<file path="src/rtl/rr_arbiter4_pkg.sv">
// Shared definitions for the 4-way round-robin arbiter: requester count,
// FSM state encoding and the rotating-priority winner search.
package rr_arbiter4_pkg;

    localparam int unsigned NUM_REQ = 4;

    localparam logic [1:0] ST_IDLE = 2'd0;
    localparam logic [1:0] ST_OWN  = 2'd1;
    localparam logic [1:0] ST_GAP  = 2'd2;

    // First set request bit searching upward from ptr, wrapping 3 -> 0.
    function automatic logic [1:0] rr_pick(input logic [NUM_REQ-1:0] req,
                                           input logic [1:0]         ptr);
        logic [1:0] idx;
        logic       found;
        rr_pick = ptr;
        found   = 1'b0;
        for (int i = 0; i < 4; i++) begin
            idx = ptr + i[1:0];
            if (!found && req[idx]) begin
                rr_pick = idx;
                found   = 1'b1;
            end else begin
                found   = found;
            end
        end
    endfunction

endpackage

</file>
<file path="src/rtl/grant_dec.sv">
// Combinational 2-bit owner index to 4-bit one-hot grant decoder.
module grant_dec
    import rr_arbiter4_pkg::*;
(
    input  logic [1:0]         idx_i,
    output logic [NUM_REQ-1:0] onehot_o
);

    // Binary index to one-hot grant vector
    always_comb begin
        onehot_o = 4'b0000;
        case (idx_i)
            2'd0:    onehot_o = 4'b0001;
            2'd1:    onehot_o = 4'b0010;
            2'd2:    onehot_o = 4'b0100;
            2'd3:    onehot_o = 4'b1000;
            default: onehot_o = 4'b0000;
        endcase
    end

endmodule

</file>
<file path="src/rtl/rr_arbiter4.sv">
// Four-requester round-robin arbiter with bounded hold time and a
// one-cycle GAP state after every release; all outputs are registered.
module rr_arbiter4
    import rr_arbiter4_pkg::*;
#(
    parameter int unsigned MAX_HOLD = 15
) (
    input  logic               clk,
    input  logic               rst_n,
    input  logic [NUM_REQ-1:0] req,
    input  logic               done,
    output logic [NUM_REQ-1:0] gnt,
    output logic [1:0]         gnt_id,
    output logic               busy,
    output logic               timeout
);

    localparam logic [7:0] HOLD_LAST = 8'(MAX_HOLD - 1);

    logic [1:0]         state_q,    state_d;
    logic [NUM_REQ-1:0] gnt_q,      gnt_d;
    logic [1:0]         gnt_id_q,   gnt_id_d;
    logic               busy_q,     busy_d;
    logic               timeout_q,  timeout_d;
    logic [1:0]         ptr_q,      ptr_d;
    logic [7:0]         hold_cnt_q, hold_cnt_d;

    logic [1:0]         winner_s;
    logic [NUM_REQ-1:0] winner_dec_s;
    logic               owner_req_s;
    logic               hold_exp_s;
    logic               release_s;

    assign winner_s    = rr_pick(req, ptr_q);
    assign owner_req_s = req[gnt_id_q];
    assign hold_exp_s  = (hold_cnt_q == HOLD_LAST);
    assign release_s   = done | ~owner_req_s | hold_exp_s;

    grant_dec u_grant_dec (
        .idx_i    (winner_s),
        .onehot_o (winner_dec_s)
    );

    // Next-state logic for the IDLE/OWN/GAP arbitration FSM
    always_comb begin
        state_d    = state_q;
        gnt_d      = gnt_q;
        gnt_id_d   = gnt_id_q;
        busy_d     = busy_q;
        timeout_d  = 1'b0;
        ptr_d      = ptr_q;
        hold_cnt_d = hold_cnt_q;
        case (state_q)
            ST_IDLE: begin
                if (req != 4'b0000) begin
                    state_d    = ST_OWN;
                    gnt_id_d   = winner_s;
                    gnt_d      = winner_dec_s;
                    busy_d     = 1'b1;
                    hold_cnt_d = 8'd0;
                end else begin
                    state_d    = ST_IDLE;
                end
            end
            ST_OWN: begin
                if (release_s) begin
                    state_d   = ST_GAP;
                    gnt_d     = 4'b0000;
                    busy_d    = 1'b0;
                    ptr_d     = gnt_id_q + 2'd1;
                    // Only a pure hold-limit release counts as a timeout
                    timeout_d = hold_exp_s & ~done & owner_req_s;
                end else begin
                    hold_cnt_d = hold_cnt_q + 8'd1;
                end
            end
            ST_GAP: begin
                state_d = ST_IDLE;
            end
            default: begin
                state_d = ST_IDLE;
                gnt_d   = 4'b0000;
                busy_d  = 1'b0;
            end
        endcase
    end

    // State and output registers with synchronous active-low reset
    always_ff @(posedge clk) begin
        if (!rst_n) begin
            state_q    <= ST_IDLE;
            gnt_q      <= 4'b0000;
            gnt_id_q   <= 2'd0;
            busy_q     <= 1'b0;
            timeout_q  <= 1'b0;
            ptr_q      <= 2'd0;
            hold_cnt_q <= 8'd0;
        end else begin
            state_q    <= state_d;
            gnt_q      <= gnt_d;
            gnt_id_q   <= gnt_id_d;
            busy_q     <= busy_d;
            timeout_q  <= timeout_d;
            ptr_q      <= ptr_d;
            hold_cnt_q <= hold_cnt_d;
        end
    end

    assign gnt     = gnt_q;
    assign gnt_id  = gnt_id_q;
    assign busy    = busy_q;
    assign timeout = timeout_q;

endmodule

</file>
<file path="config.mk">
export PLATFORM = sky130hd
export DESIGN_NAME = rr_arbiter4
export DESIGN_NICKNAME = d
export VERILOG_FILES = /design/src/rtl/rr_arbiter4_pkg.sv /design/src/rtl/grant_dec.sv /design/src/rtl/rr_arbiter4.sv
export SDC_FILE = /design/constraint.sdc
export NUM_CORES = 1
export LEC_CHECK = 0
export CORE_ASPECT_RATIO = 0.75
export CORE_MARGIN = 5
export CORE_UTILIZATION = 50
export DETAILED_ROUTE_END_ITERATION = 10
export HOLD_SLACK_MARGIN = 0.15
export PLACE_DENSITY = 0.81
export SLEW_MARGIN = 20
export SYNTH_ARGS = -nofsm -noshare
export SYNTH_HDL_FRONTEND = slang
export SYNTH_HIERARCHICAL = 1
export SYNTH_SLANG_ARGS = --single-unit
</file>
<file path="constraint.sdc">
create_clock -name clk -period 2.8 [get_ports clk]
set_clock_uncertainty 0.1 [all_clocks]
set_input_delay 0.84 -clock clk [delete_from_list [all_inputs] [get_ports clk]]
set_output_delay 0.84 -clock clk [all_outputs]
set_load 0.005 [all_outputs]
</file>
==> metrics.md <==
| Metric | Value |
|---|---|
| RSZ-0062 raised after global routing | false |
| Die Width | between 60 and 70 microns |
| Routed Antenna Nets | 0 |
| Status | finished clean |
| Critical Path AT | 2.70 ns |
| Final-report hold violation count | 0 |
| Crit-path max cell delay | 0.61 ns |
| # hold bufs at CTS | 0 |
| Vias per cell | 6.24 |
| Max Used Layer | met4 |
| Initial antenna violation count | 0 |
| Net Sw Frac | 30.7% |
| Ant. Diodes | 0 |
| Placed cells | roughly 180 |
| Final period utilization | 92.9% |
| # clock sinks | 20 |
| Slew Limit Fails | 0 |
| Core ar. | 0.00225 sq mm |
| Slew headroom | between 50% and 60% |
| Clock-pin slew on the worst setup and hold paths | ~0.10 ns |
| Non-Filler Instances | 180 |
| TritonCTS clock tree | done |
| Worst-Margin Slew | about 0.61 ns |
| Post-DP HPWL | 2100 microns |
| Static Leakage | about 0.47 nW |
| Comb power frac | 28.3% |
| Largest cells by area after synthesis | dfxtp_1 (34%), a21oi_1 (6.0%), nand2_1 (3.6%), o31ai_1 (3.2%), o21ai_0 (3.0%) |
| Clock tree buffer depth | 2 |
| Net count after synthesis | 143 |
| Top cell type's share of synthesized area | 34.5% |
| Minimum clock period | approximately 2.6 ns |
| Syn Area/Cell | 8.67 sq um |
| IO Pins | 15 |
| CP max-delay cell | clkdlybuf4s50_1 |
| Int Power | 0.446 mW |
| Clock buffer count from CTS | 3 |
| First-pass GRT wire length | 4710 microns |
| Post-synthesis cell area | 0.00116 sq mm |
| Setup TNS | 0 ns |
| Die area | 0.00340 sq mm |
| NetSw | 0.198 mW |
| Initial Utilization | 51.6% |
| Post-route cell area | 0.00139 sq mm |
| Maximum VDD drop | 0.269 mV |
| Placed cell areas | ~0.0014 sq mm |
| Fin Hold WS | 0.393 ns |
| Crit path kind | input port to flip-flop |
| Share of layout cells above drive strength 1 | 18.7% |
| WL met2 | roughly 1200 microns |
| Final core utilization | roughly three fifths |
| First DRT Iteration DRCs | between 100 and 150 |
| Syn-to-layout area delta | 19.6% |
| Root buffer cell | clkbuf_4 |
| Startpoint Class | input port |
| Pin count of the biggest net entering global routing | 16 |
| Clock power frac | 20.4% |
| Die Ht | 51.7 microns |
| Via count | 1123 |
| DRC Markers | 0 |
| Core Rows | 15 |
| Post-Synthesis Cells | 134 |
| Buf/Inv on CP | 1 |
| Vias in the first global route | 1014 |
| Wirelength, routed | 2760 microns |
| Worst hold path type | flip-flop to flip-flop |
| CP Cell Sequence | clkdlybuf4s50_1, nor3_1, or2_2, a21oi_1, nand2b_1, and2b_2, nor4b_1, a21oi_1, o22ai_1 |
| Port-buffer cells | 14 |
| Reg power frac | 51.3% |
| #FFs+latches synth | 20 |
| Overall Global Routing Usage | between 10% and 20% |
| CP top delay family | simple AND/OR/NAND/NOR gates |
| YS warnings | 6 |
| Power Dens Cells | between 400 and 500 mW/mm^2 |
| Seq/Total Area, Yosys | 34.5% |
| Most frequent CP cell | a21oi_1 |
| Drt wl/cell | 15.3 microns |
| Clk Latency, worst-skew pair | ~0.30 ns |
| Htree depth | 1 |
| Fraction of registers with async set/reset | 0% |
| Met1 wire length | about 1300 microns |
| Congestion Overflow GR | 0 |
| Pre-antenna DRT Iters | 4 |
| Maxcap violations | 0 |
| Met3 WL | approximately 240 microns |
| Post-CTS resize count | 0 |
| CP endpoint kind | flip-flop |
| GP Congestion | ~0.9 |
| Fin nets | 166 |
| Synth Flop Type | dfxtp_1 |
| Crit path required time | 2.90 ns |
| Critical-path maximum fanout | 8 |
| Largest area contributor in the netlist | dfxtp_1 |
| Setup violators final | 0 |
| Achievable frequency | 384 MHz |
| Post-synth cell types | 50 |
| Postcts setup bufs | 0 |
| Number of flops mapped to enable cells by yosys | 0 |
-- per-stage QoR --
step           total power [mW]  worst slack [ns]
6_report                  0.644             0.198
5_1_grt                   0.683            0.0707
4_1_cts                   0.648             0.218
3_5_place_dp              0.515            -0.102
3_3_place_gp              0.509           -0.0624
2_1_floorplan             0.446             0.518
-- power groups by stage --
stage | combinational (mW) | sequential, mW | clock (mW)
after floorplan | 0.117 | 0.329 | 0
after global placement | 0.175 | 0.334 | 0
after detailed placement | 0.179 | 0.337 | 0
after CTS | 0.180 | 0.330 | 0.138
after global routing | 0.201 | 0.334 | 0.149
final | 0.182 | 0.330 | 0.132
-- cells by family (layout without fill, tap and decap cells) --
family	Yosys count	count (layout)	synth area share, %
DFF	20	20	34.5
buffers and inverters	10	31	4.20
adders and majority gates	2	2	2.15
AOI/OAI and AO/OA	45	45	26.1
xor gates and xnor gates	1	1	0.754
and+or+nand+nor	54	54	30.5
muxes	2	2	1.83
-- cell usage after synthesis (4+ instances only) --
cell type and instances:
dfxtp_1 20, a21oi_1 14, nand2_1 11, o21ai_0 7, inv_1 6, nor2_1 5
o31ai_1 5, nor2b_1 4, nor3_1 4
-- final cells by class --
type                    instances  area, sq um
fillers                       188          863
multi-input cells             104          712
flip-flops and latches         20          400
repair buffers                 22          200
well taps                      25         31.3
clock buffers                   3         22.5
inverters                       6         22.5
-- path summary, 6_finish.rpt --
path,start,endpoint,slack [ns],cells past startpoint
setup / recovery,req[3],gnt[1],0.20,9
hold / removal,hold_cnt_q[7],hold_cnt_q[7],0.39,2
setup reg to reg,hold_cnt_q[0],gnt[3],0.74,6
hold reg to reg,hold_cnt_q[7],hold_cnt_q[7],0.39,2
-- worst reg2reg max path, delay by kind of cell (launching register included) --
kind | cells | cell delay [ns]
AOI/OAI and AO/OA | 1 | 0.28
adders and majority gates | 1 | 0.16
buffers and inverters | 1 | 0.10
DFF | 1 | 0.35
and+or+nand+nor | 3 | 0.96
-- cells in the final DEF (no fill, tap or decap), drive strengths merged, types with 2 or more instances in the layout --
master          n
nor2b           4
clkbuf          3
inv             6
nand3           4
and2            2
a21oi          14
clkdlybuf4s50  14
nand2b          2
a2bb2oi         2
nor4b           3
ha              2
o22ai           3
nor2            5
o31ai           5
o221a           3
o21ai           8
and2b           2
nand4           2
or4             4
nor3            5
dfxtp          20
buf             8
a211oi          3
or3             3
nand2          13
-- metal layers --
| layer | global-route usage, % | vias to the layer above |
|---|---|---|
| met3 | 6.26 | 9 |
| met5 | 0 | - |
| met1 | 24.0 | 503 |
| met2 | 26.5 | 52 |
| li1 | - | 559 |
| met4 | 8.62 | 0 |
-- sequential cells by signal (all words and copies together) (netlist names) --
signal / flops
gnt: 4
state_q: 2
timeout: 1
ptr_q: 2
gnt_id: 2
hold_cnt_q: 8
busy: 1
Note: power is estimated with default switching activity, not from simulation.
